`src/rtl/fetch_unit_redirect_pkg.sv`:
```
// Shared definitions for the fetch stage and the instruction-memory harness,
// so both agree on the reset fetch address and the tracker entry layout.
package fetch_unit_redirect_pkg;

   localparam logic [31:0] RESET_PC_DEFAULT = 32'h0000_0200;
   localparam logic [31:0] INST_BYTES       = 32'd4;

   typedef struct packed {
      logic [31:0] pc;
   } tracker_entry_t;

   function automatic logic [31:0] next_seq_pc(input logic [31:0] pc);
      return pc + INST_BYTES;
   endfunction

endpackage

```
`src/rtl/fetch_unit_redirect_if.sv`:
```
// Fetch-to-decode bundle and squash-notification bundle used by the fetch stage.
interface F__DIntf #(parameter int p_seq_num_bits = 5);
   logic                      val;
   logic                      rdy;
   logic [31:0]               inst;
   logic [31:0]               pc;
   logic [p_seq_num_bits-1:0] seq_num;

   modport F_intf (output val, inst, pc, seq_num, input rdy);
   modport D_intf (input val, inst, pc, seq_num, output rdy);
endinterface

interface SquashNotif #(parameter int p_seq_num_bits = 5);
   logic                      val;
   logic [31:0]               target;
   logic [p_seq_num_bits-1:0] seq_num;

   modport pub (output val, target, seq_num);
   modport sub (input val, target, seq_num);
endinterface

```
`src/rtl/fetch_unit_redirect_tracker_fifo.sv`:
```
// In-order FIFO of outstanding request PCs; the head is the PC of the next
// response to come back from memory.
module fetch_tracker_fifo
   import fetch_unit_redirect_pkg::*;
#(
   parameter  int p_depth = 4,
   localparam int PtrW    = $clog2(p_depth),
   localparam int OccW    = $clog2(p_depth) + 1
) (
   input  logic           clk,
   input  logic           rst,
   input  logic           push,
   input  tracker_entry_t push_entry,
   input  logic           pop,
   output tracker_entry_t head_entry,
   output logic [OccW-1:0] occ
);

   tracker_entry_t  store [p_depth];
   logic [PtrW-1:0] wr_ptr;
   logic [PtrW-1:0] rd_ptr;

   assign head_entry = store[rd_ptr];

   // Depth is a power of two, so pointers wrap naturally at their width.
   always_ff @(posedge clk or negedge rst) begin
      if (!rst) begin
         wr_ptr <= '0;
         rd_ptr <= '0;
         occ    <= '0;
      end else begin
         if (push) wr_ptr <= wr_ptr + PtrW'(1);
         if (pop)  rd_ptr <= rd_ptr + PtrW'(1);
         occ <= occ + OccW'(push) - OccW'(pop);
      end
   end

   always_ff @(posedge clk) begin
      if (push) store[wr_ptr] <= push_entry;
   end

endmodule

```
`src/rtl/fetch_unit_redirect.sv`:
```
// In-order fetch stage: sequential PC requests, in-flight tracking, and
// squash redirect that drains every stale response before delivering again.
module fetch_unit_redirect
   import fetch_unit_redirect_pkg::*;
#(
   parameter int          p_seq_num_bits  = 5,
   parameter int          p_max_in_flight = 4,
   parameter logic [31:0] p_reset_pc      = RESET_PC_DEFAULT
) (
   input  logic        clk,
   input  logic        rst,
   output logic        mem_req_val,
   input  logic        mem_req_rdy,
   output logic [31:0] mem_req_addr,
   input  logic        mem_resp_val,
   output logic        mem_resp_rdy,
   input  logic [31:0] mem_resp_data,
   F__DIntf.F_intf     F,
   SquashNotif.sub     squash_sub
);

   localparam int OccW = $clog2(p_max_in_flight) + 1;
   localparam int SeqW = p_seq_num_bits;

   logic [31:0]     pc_reg;
   logic [31:0]     pc_next;
   logic [SeqW-1:0] seq_reg;
   logic [SeqW-1:0] seq_next;
   logic [OccW-1:0] drop_cnt;
   logic [OccW-1:0] drop_cnt_next;
   logic [OccW-1:0] occ;
   logic [OccW-1:0] occ_next;
   logic            req_fire;
   logic            resp_fire;
   logic            dropping;
   logic            occ_full;
   tracker_entry_t  push_entry;
   tracker_entry_t  head_entry;

   assign push_entry.pc = pc_reg;

   fetch_tracker_fifo #(.p_depth(p_max_in_flight)) u_tracker (
      .clk        (clk),
      .rst        (rst),
      .push       (req_fire),
      .push_entry (push_entry),
      .pop        (resp_fire),
      .head_entry (head_entry),
      .occ        (occ)
   );

   // A full tracker may still issue when a response retires in the same cycle.
   always_comb begin
      occ_full     = (occ == OccW'(p_max_in_flight));
      dropping     = (drop_cnt != '0) | squash_sub.val;
      mem_resp_rdy = rst & (dropping | F.rdy);
      resp_fire    = mem_resp_val & mem_resp_rdy;
      mem_req_val  = rst & ~(occ_full & ~resp_fire);
      mem_req_addr = pc_reg;
      req_fire     = mem_req_val & mem_req_rdy;
      occ_next     = occ + OccW'(req_fire) - OccW'(resp_fire);

      F.val     = rst & mem_resp_val & ~dropping;
      F.inst    = mem_resp_data;
      F.pc      = head_entry.pc;
      F.seq_num = seq_reg;
   end

   // Squash takes priority: everything still in flight, including a request
   // issued this very cycle, belongs to the squashed path.
   always_comb begin
      pc_next       = pc_reg;
      seq_next      = seq_reg;
      drop_cnt_next = drop_cnt;
      if (squash_sub.val) begin
         pc_next       = squash_sub.target;
         seq_next      = squash_sub.seq_num + SeqW'(1);
         drop_cnt_next = occ_next;
      end else begin
         if (req_fire)             pc_next  = next_seq_pc(pc_reg);
         if (F.val & F.rdy)        seq_next = seq_reg + SeqW'(1);
         if (resp_fire & (drop_cnt != '0))
            drop_cnt_next = drop_cnt - OccW'(1);
      end
   end

   always_ff @(posedge clk or negedge rst) begin
      if (!rst) begin
         pc_reg   <= p_reset_pc;
         seq_reg  <= '0;
         drop_cnt <= '0;
      end else begin
         pc_reg   <= pc_next;
         seq_reg  <= seq_next;
         drop_cnt <= drop_cnt_next;
      end
   end

endmodule
```
`src/flat_wrapper.sv`:
```
// flat-port wrapper written by rule: the top's interface ports become plain ports
module fetch_unit_redirect_flat import fetch_unit_redirect_pkg::*;
#(
   parameter int          p_seq_num_bits  = 5,
   parameter int          p_max_in_flight = 4,
   parameter logic [31:0] p_reset_pc      = RESET_PC_DEFAULT
)
  (clk, rst, mem_req_val, mem_req_rdy, mem_req_addr, mem_resp_val, mem_resp_rdy, mem_resp_data, F_val, F_inst, F_pc, F_seq_num, F_rdy, squash_sub_val, squash_sub_target, squash_sub_seq_num);
  F__DIntf #(.p_seq_num_bits(p_seq_num_bits)) F_i ();
  SquashNotif #(.p_seq_num_bits(p_seq_num_bits)) squash_sub_i ();
  input  logic clk;
  input  logic rst;
  output logic mem_req_val;
  input  logic mem_req_rdy;
  output logic [31:0] mem_req_addr;
  input  logic mem_resp_val;
  output logic mem_resp_rdy;
  input  logic [31:0] mem_resp_data;
  output wire logic [$bits(F_i.val)-1:0] F_val;
  output wire logic [$bits(F_i.inst)-1:0] F_inst;
  output wire logic [$bits(F_i.pc)-1:0] F_pc;
  output wire logic [$bits(F_i.seq_num)-1:0] F_seq_num;
  input wire logic [$bits(F_i.rdy)-1:0] F_rdy;
  input wire logic [$bits(squash_sub_i.val)-1:0] squash_sub_val;
  input wire logic [$bits(squash_sub_i.target)-1:0] squash_sub_target;
  input wire logic [$bits(squash_sub_i.seq_num)-1:0] squash_sub_seq_num;
  assign F_val = F_i.val;
  assign F_inst = F_i.inst;
  assign F_pc = F_i.pc;
  assign F_seq_num = F_i.seq_num;
  assign F_i.rdy = F_rdy;
  assign squash_sub_i.val = squash_sub_val;
  assign squash_sub_i.target = squash_sub_target;
  assign squash_sub_i.seq_num = squash_sub_seq_num;
  fetch_unit_redirect #(.p_seq_num_bits(p_seq_num_bits), .p_max_in_flight(p_max_in_flight), .p_reset_pc(p_reset_pc)) u_core (.clk(clk), .rst(rst), .mem_req_val(mem_req_val), .mem_req_rdy(mem_req_rdy), .mem_req_addr(mem_req_addr), .mem_resp_val(mem_resp_val), .mem_resp_rdy(mem_resp_rdy), .mem_resp_data(mem_resp_data), .F(F_i), .squash_sub(squash_sub_i));
endmodule
```
`config.mk`:
```
export PLATFORM = sky130hd
export DESIGN_NAME = fetch_unit_redirect_flat
export DESIGN_NICKNAME = d
export VERILOG_FILES = /design/src/rtl/fetch_unit_redirect_pkg.sv /design/src/rtl/fetch_unit_redirect_if.sv /design/src/rtl/fetch_unit_redirect_tracker_fifo.sv /design/src/rtl/fetch_unit_redirect.sv /design/src/flat_wrapper.sv
export SDC_FILE = /design/constraint.sdc
export NUM_CORES = 1
export LEC_CHECK = 0
export ABC_CLOCK_PERIOD_IN_PS = 4800
export CORE_ASPECT_RATIO = 0.5
export CORE_MARGIN = 2
export CORE_UTILIZATION = 35
export CTS_CLUSTER_DIAMETER = 60
export DETAILED_ROUTE_END_ITERATION = 6
export GPL_ROUTABILITY_DRIVEN = 1
export GPL_TIMING_DRIVEN = 1
export PLACE_DENSITY_LB_ADDON = 0.12
export REMOVE_ABC_BUFFERS = 1
export SYNTH_ARGS = -nofsm -noshare
export SYNTH_HDL_FRONTEND = slang
export SYNTH_SLANG_ARGS = --single-unit
```
`constraint.sdc`:
```
create_clock -name clk -period 4.8 [get_ports clk]
set_clock_uncertainty 0.1 [all_clocks]
set_input_delay 1.44 -clock clk [delete_from_list [all_inputs] [get_ports clk]]
set_output_delay 1.44 -clock clk [all_outputs]
set_load 0.005 [all_outputs]
```
; Word-level counts from Yosys, hierarchy flattened
; Memory sizes are Yosys's and may differ from the RTL's.
; Index checks and enable logic that the tools add are counted.
[totals]
register_bits = 47
mem_bits_rw = 128
inputBits = 75
out_inout_bits = 104
mem_count = 1
[mem_list]
columns = memory, depth, word_bits, rd, rd_ports_with_merged_regs, write_ports, line
row1 = u_core.u_tracker.store, 4, 32, 1, 0, 1, fetch_unit_redirect_tracker_fifo.sv:19  ; tracker_entry_t store [p_depth];
[op_classes]
addsub = 8
eq_ne = 1
mux = 8
bitwise = 14
n_reduce_logical = 4
[op_table]
columns = op, count
row1 = $mux W32, 2
row2 = $add A32 B3 Y32 const B, 1
row3 = $add A5 B1 Y5 const B, 2
row4 = $mux W5, 2
row5 = $and A1 B1 Y1, 9
row6 = $mux W3, 2
row7 = $reduce_bool A2 Y1, 3
row8 = $add A2 B1 Y2 const B, 2
row9 = $add A3 B1 Y3, 1
row10 = $eq A3 B3 Y1 const B, 1
row11 = $not A1 Y1, 3
row12 = $reduce_bool A3 Y1, 1
row13 = $sub A3 B1 Y3, 1
row14 = $sub A3 B1 Y3 const B, 1
row15 = $mux W1, 2
row16 = $or A1 B1 Y1, 2

; Depth between registers and ports, before layout
[logic_depth]
word_depth = 13
mapped_depth = 14

; Modules after synthesis
; From an unflattened synthesis, not the netlist that was laid out.
[hier_totals]
hier_cells = 548
hier_area_um2 = 8050.2
[modules_own_cells]
columns = mod, instances, cells_each, area_per_inst_um2, seq_area_each_um2
row1 = fetch_tracker_fifo, 1, 200, 5043.6, 4018.9
row2 = fetch_unit_redirect, 1, 348, 3006.6, 1002.2

; Worst setup path before layout
; No wires, ideal clock.
[synth_path]
path_type = input to output
from = input port squash_sub_val
to = output port mem_req_val
t_arrival_ns = 2.577
t_required_ns = 3.260
path_slack_ns = 0.683
stages = 5
path_cell_list = buf_4 nor4b_1 a2bb2oi_1 clkbuf_1 inv_1
[synth_via]
elab_chain_len = 8
[synth_rtl]
columns = item, line
row1 = start: declaration, flat_wrapper.sv:24  ; input wire logic [$bits(squash_sub_i.val)-1:0] squash_sub_val;
row2 = $or A1 B1 Y1, fetch_unit_redirect.sv:55  ; dropping = (drop_cnt != '0) | squash_sub.val;
row3 = $or A1 B1 Y1, fetch_unit_redirect.sv:56  ; mem_resp_rdy = rst & (dropping | F.rdy);
row4 = $and A1 B1 Y1, fetch_unit_redirect.sv:56
row5 = $and A1 B1 Y1, fetch_unit_redirect.sv:57  ; resp_fire = mem_resp_val & mem_resp_rdy;
row6 = $not A1 Y1, fetch_unit_redirect.sv:58  ; mem_req_val = rst & ~(occ_full & ~resp_fire);
row7 = $and A1 B1 Y1, fetch_unit_redirect.sv:58
row8 = $not A1 Y1, fetch_unit_redirect.sv:58
row9 = $and A1 B1 Y1, fetch_unit_redirect.sv:58
row10 = end: declaration, flat_wrapper.sv:13  ; output logic mem_req_val;
; No other way between the ends.

; Worst setup path after layout
[layout_path]
from = input port F_rdy
to = output port mem_resp_rdy
[layout_via]
elab_chain_len = 2
[layout_rtl]
columns = item, line
row1 = start: declaration, flat_wrapper.sv:23  ; input wire logic [$bits(F_i.rdy)-1:0] F_rdy;
row2 = $or A1 B1 Y1, fetch_unit_redirect.sv:56
row3 = $and A1 B1 Y1, fetch_unit_redirect.sv:56
row4 = end: declaration, flat_wrapper.sv:17  ; output logic mem_resp_rdy;
; No other way between the ends.

==> results.sh <==
export IMPL_status="finished, final reports clean"
export IMPL_fill_cells=1962
export IMPL_htreeDepth=4
export IMPL_die_y_microns=108
export IMPL_drive_above_1_share_pct=15.3
export IMPL_tightest_slew_ns=0.814
export IMPL_fin_crit_sh_pct=95.3
export IMPL_worstSetupPathType="input pin to primary output"
export IMPL_final_common_cell="edfxtp_1"
export IMPL_most_common_layout_cells="edfxtp_1 (128), clkdlybuf4s50_1 (112), dfrtp_1 (45)"
export IMPL_cts_root_buf="clkbuf_16"
export IMPL_die_w_microns=213
export IMPL_num_vias=4508
export IMPL_drt_initial_drc_count=240
export IMPL_slew_headroom_pct=45.7
export IMPL_synth_edf_count=128
export IMPL_rows=38
export IMPL_max_vdd_ir_drop_v=0.000253
export IMPL_grt_overflow=0
export IMPL_start_kind="input pin"
export IMPL_synth_cell_area_sq_um=7630
export IMPL_grt_setup_unrepaired="false"
export IMPL_hold_path_class="flip-flop to flip-flop"
export IMPL_antenna_found_initial=0
export IMPL_drtAntennaViolNets=0
export IMPL_initial_core_util_pct=35.4
export IMPL_dieArea_sq_um=23100
export IMPL_multi_input_area_sq_um=2250
export IMPL_route_detailed_drc=0
export IMPL_cts_tree="done"
export IMPL_syn_to_final_growth_pct=24.5
export IMPL_ys_flop_type="edfxtp_1"
export IMPL_path_max_fanout=3
export IMPL_crit_arrival_ns=3.04
export IMPL_synth_seq_area_share_pct=65.8
export IMPL_globalplace_congestion=0.747
export IMPL_avgSynthCellArea_sq_um=15.1
export IMPL_dp_hpwl_mm=12.5
export IMPL_routedWlPerCell_microns=20.8
export IMPL_postCtsSetupBuffers=0
export IMPL_ys_warn_count=0
export IMPL_viasPerCell=4.96
export IMPL_final_setup_viol_count=0
export IMPL_synth_distinct_cells=42
export IMPL_grt_pass1_vias=4664
export IMPL_yosys_register_bits=175
export IMPL_r2r_setup_slack_ns=1.63
export IMPL_dp_slack_ns=0.226
export IMPL_numCtsBuffers=17
export IMPL_drv_slew=0
export IMPL_nNetsFinal=683
export IMPL_final_min_clock_period_ns=4.58
export IMPL_crit_path_end_kind="primary output"
export IMPL_totalNegativeSetupSlack_ns=0
export IMPL_cts_resized=0
export IMPL_ios=179
export IMPL_required_ns=3.26
export IMPL_synthArstFlopShare_pct=26.9
export IMPL_n_antenna_cell=0
export IMPL_powerDensity_nw_per_um2=500
export IMPL_ctsHoldBuffers=0
export IMPL_clk_latency_ns=0.42
export IMPL_cts_sinks=175
export IMPL_finalWorstSetupSlack_ns=0.224
export IMPL_routed_wl_mm=18.9
export IMPL_path_clk_slew_ns=0.06
export IMPL_numPortBuffers=114
export IMPL_clockBufferDepth=2
export IMPL_leakage_nw=3.26
export IMPL_max_cap_viol_count=0
export IMPL_area_sequential_sq_um=5020
export IMPL_drtPass1Iterations=6
export IMPL_grt_pass1_wl_mm=28.8
export IMPL_grt_util_all_layers_pct=17.2
export IMPL_syn_inst=505
export IMPL_core_area_sq_um=21500
export IMPL_grt_max_degree=60
export IMPL_fmax_mhz=219
export IMPL_hold_violations=0
-- stage by stage --
step	hold slack [ns]	instance area (sq um)	total power, W	cells	utilization, %
floorplan	0.392	7310	0.00274	452	-
global placement	0.433	8960	0.00351	878	41.6
detailed placement	0.434	8960	0.00352	878	41.6
CTS	0.459	9510	0.00483	909	44.1
global route	0.486	9510	0.00501	909	44.1
finish	0.453	9510	0.00475	909	44.1
-- cell families after synthesis --
logic type / synth area share, %
AND/OR/NAND/NOR: 8.79
flip-flops: 65.8
multiplexers: 11.0
buffers and inverters: 4.85
AO/OA/AOI/OAI: 3.54
adder cells (fa/ha/maj): 1.90
XOR/XNOR: 4.13
-- worst max-delay path: stages --
cell,delay [ns]
clkdlybuf4s50_1,0.43
or4b_1,0.53
and2_1,0.19
clkdlybuf4s50_1,0.44
-- layer usage --
layer / GRT usage [%] / routed length [microns] / share of wire (%)
met5: 2.16 / 0 / 0
met4: 3.80 / 74 / 0.39
met3: 6.51 / 1150 / 6.1
met2: 25.1 / 8480 / 45
met1: 24.2 / 9160 / 49
-- sequential cells by signal (all words and copies together) (netlist names) --
register	count
u_core.drop_cnt	3
u_core.F.seq_num	5
u_core.u_tracker.wr_ptr	2
u_core.u_tracker.occ	3
u_core.u_tracker.store	128
u_core.mem_req_addr	32
u_core.u_tracker.rd_ptr	2
-- worst paths after layout --
path | startpoint | end | cells after the start
setup / recovery | F_rdy | mem_resp_rdy | 4
hold / removal | u_core.mem_req_addr[1] | u_core.u_tracker.store[0][1] | 0
setup reg to reg | u_core.drop_cnt[0] | u_core.drop_cnt[2] | 14
hold reg to reg | u_core.mem_req_addr[1] | u_core.u_tracker.store[0][1] | 0
max in group asynchronous | rst | u_core.u_tracker.rd_ptr[0] | 3
min in group asynchronous | rst | u_core.mem_req_addr[3] | 2
-- cell usage after synthesis, types with 11 or more instances --
library cell | count | area share, %
buf_4 | 33 | 3.2
clkbuf_1 | 17 | 0.84
dfrtp_1 | 46 | 15
edfxtp_1 | 128 | 50
inv_1 | 11 | 0.54
mux4_2 | 32 | 9.4
nand2_1 | 44 | 2.2
nand3_1 | 13 | 0.85
nor2_1 | 14 | 0.69
o21ai_0 | 24 | 1.6
xnor2_1 | 20 | 2.3
xor2_1 | 16 | 1.8
-- where the power goes --
part	switching, W	total (W)	internal, W
clock	0.000582	0.00130	0.000717
sequential	0.000136	0.00203	0.00190
combinational	0.000614	0.00142	0.000804
-- layout make-up --
cell class,count,share of cell area [%]
well taps,300,3.95
flip-flops and latches,175,52.8
clock buffers,20,4.59
repair buffers,126,13.4
clock inverters,11,1.12
inverters,12,0.500
multi-input cells,265,23.6
Note: power is estimated with default switching activity, not from simulation.
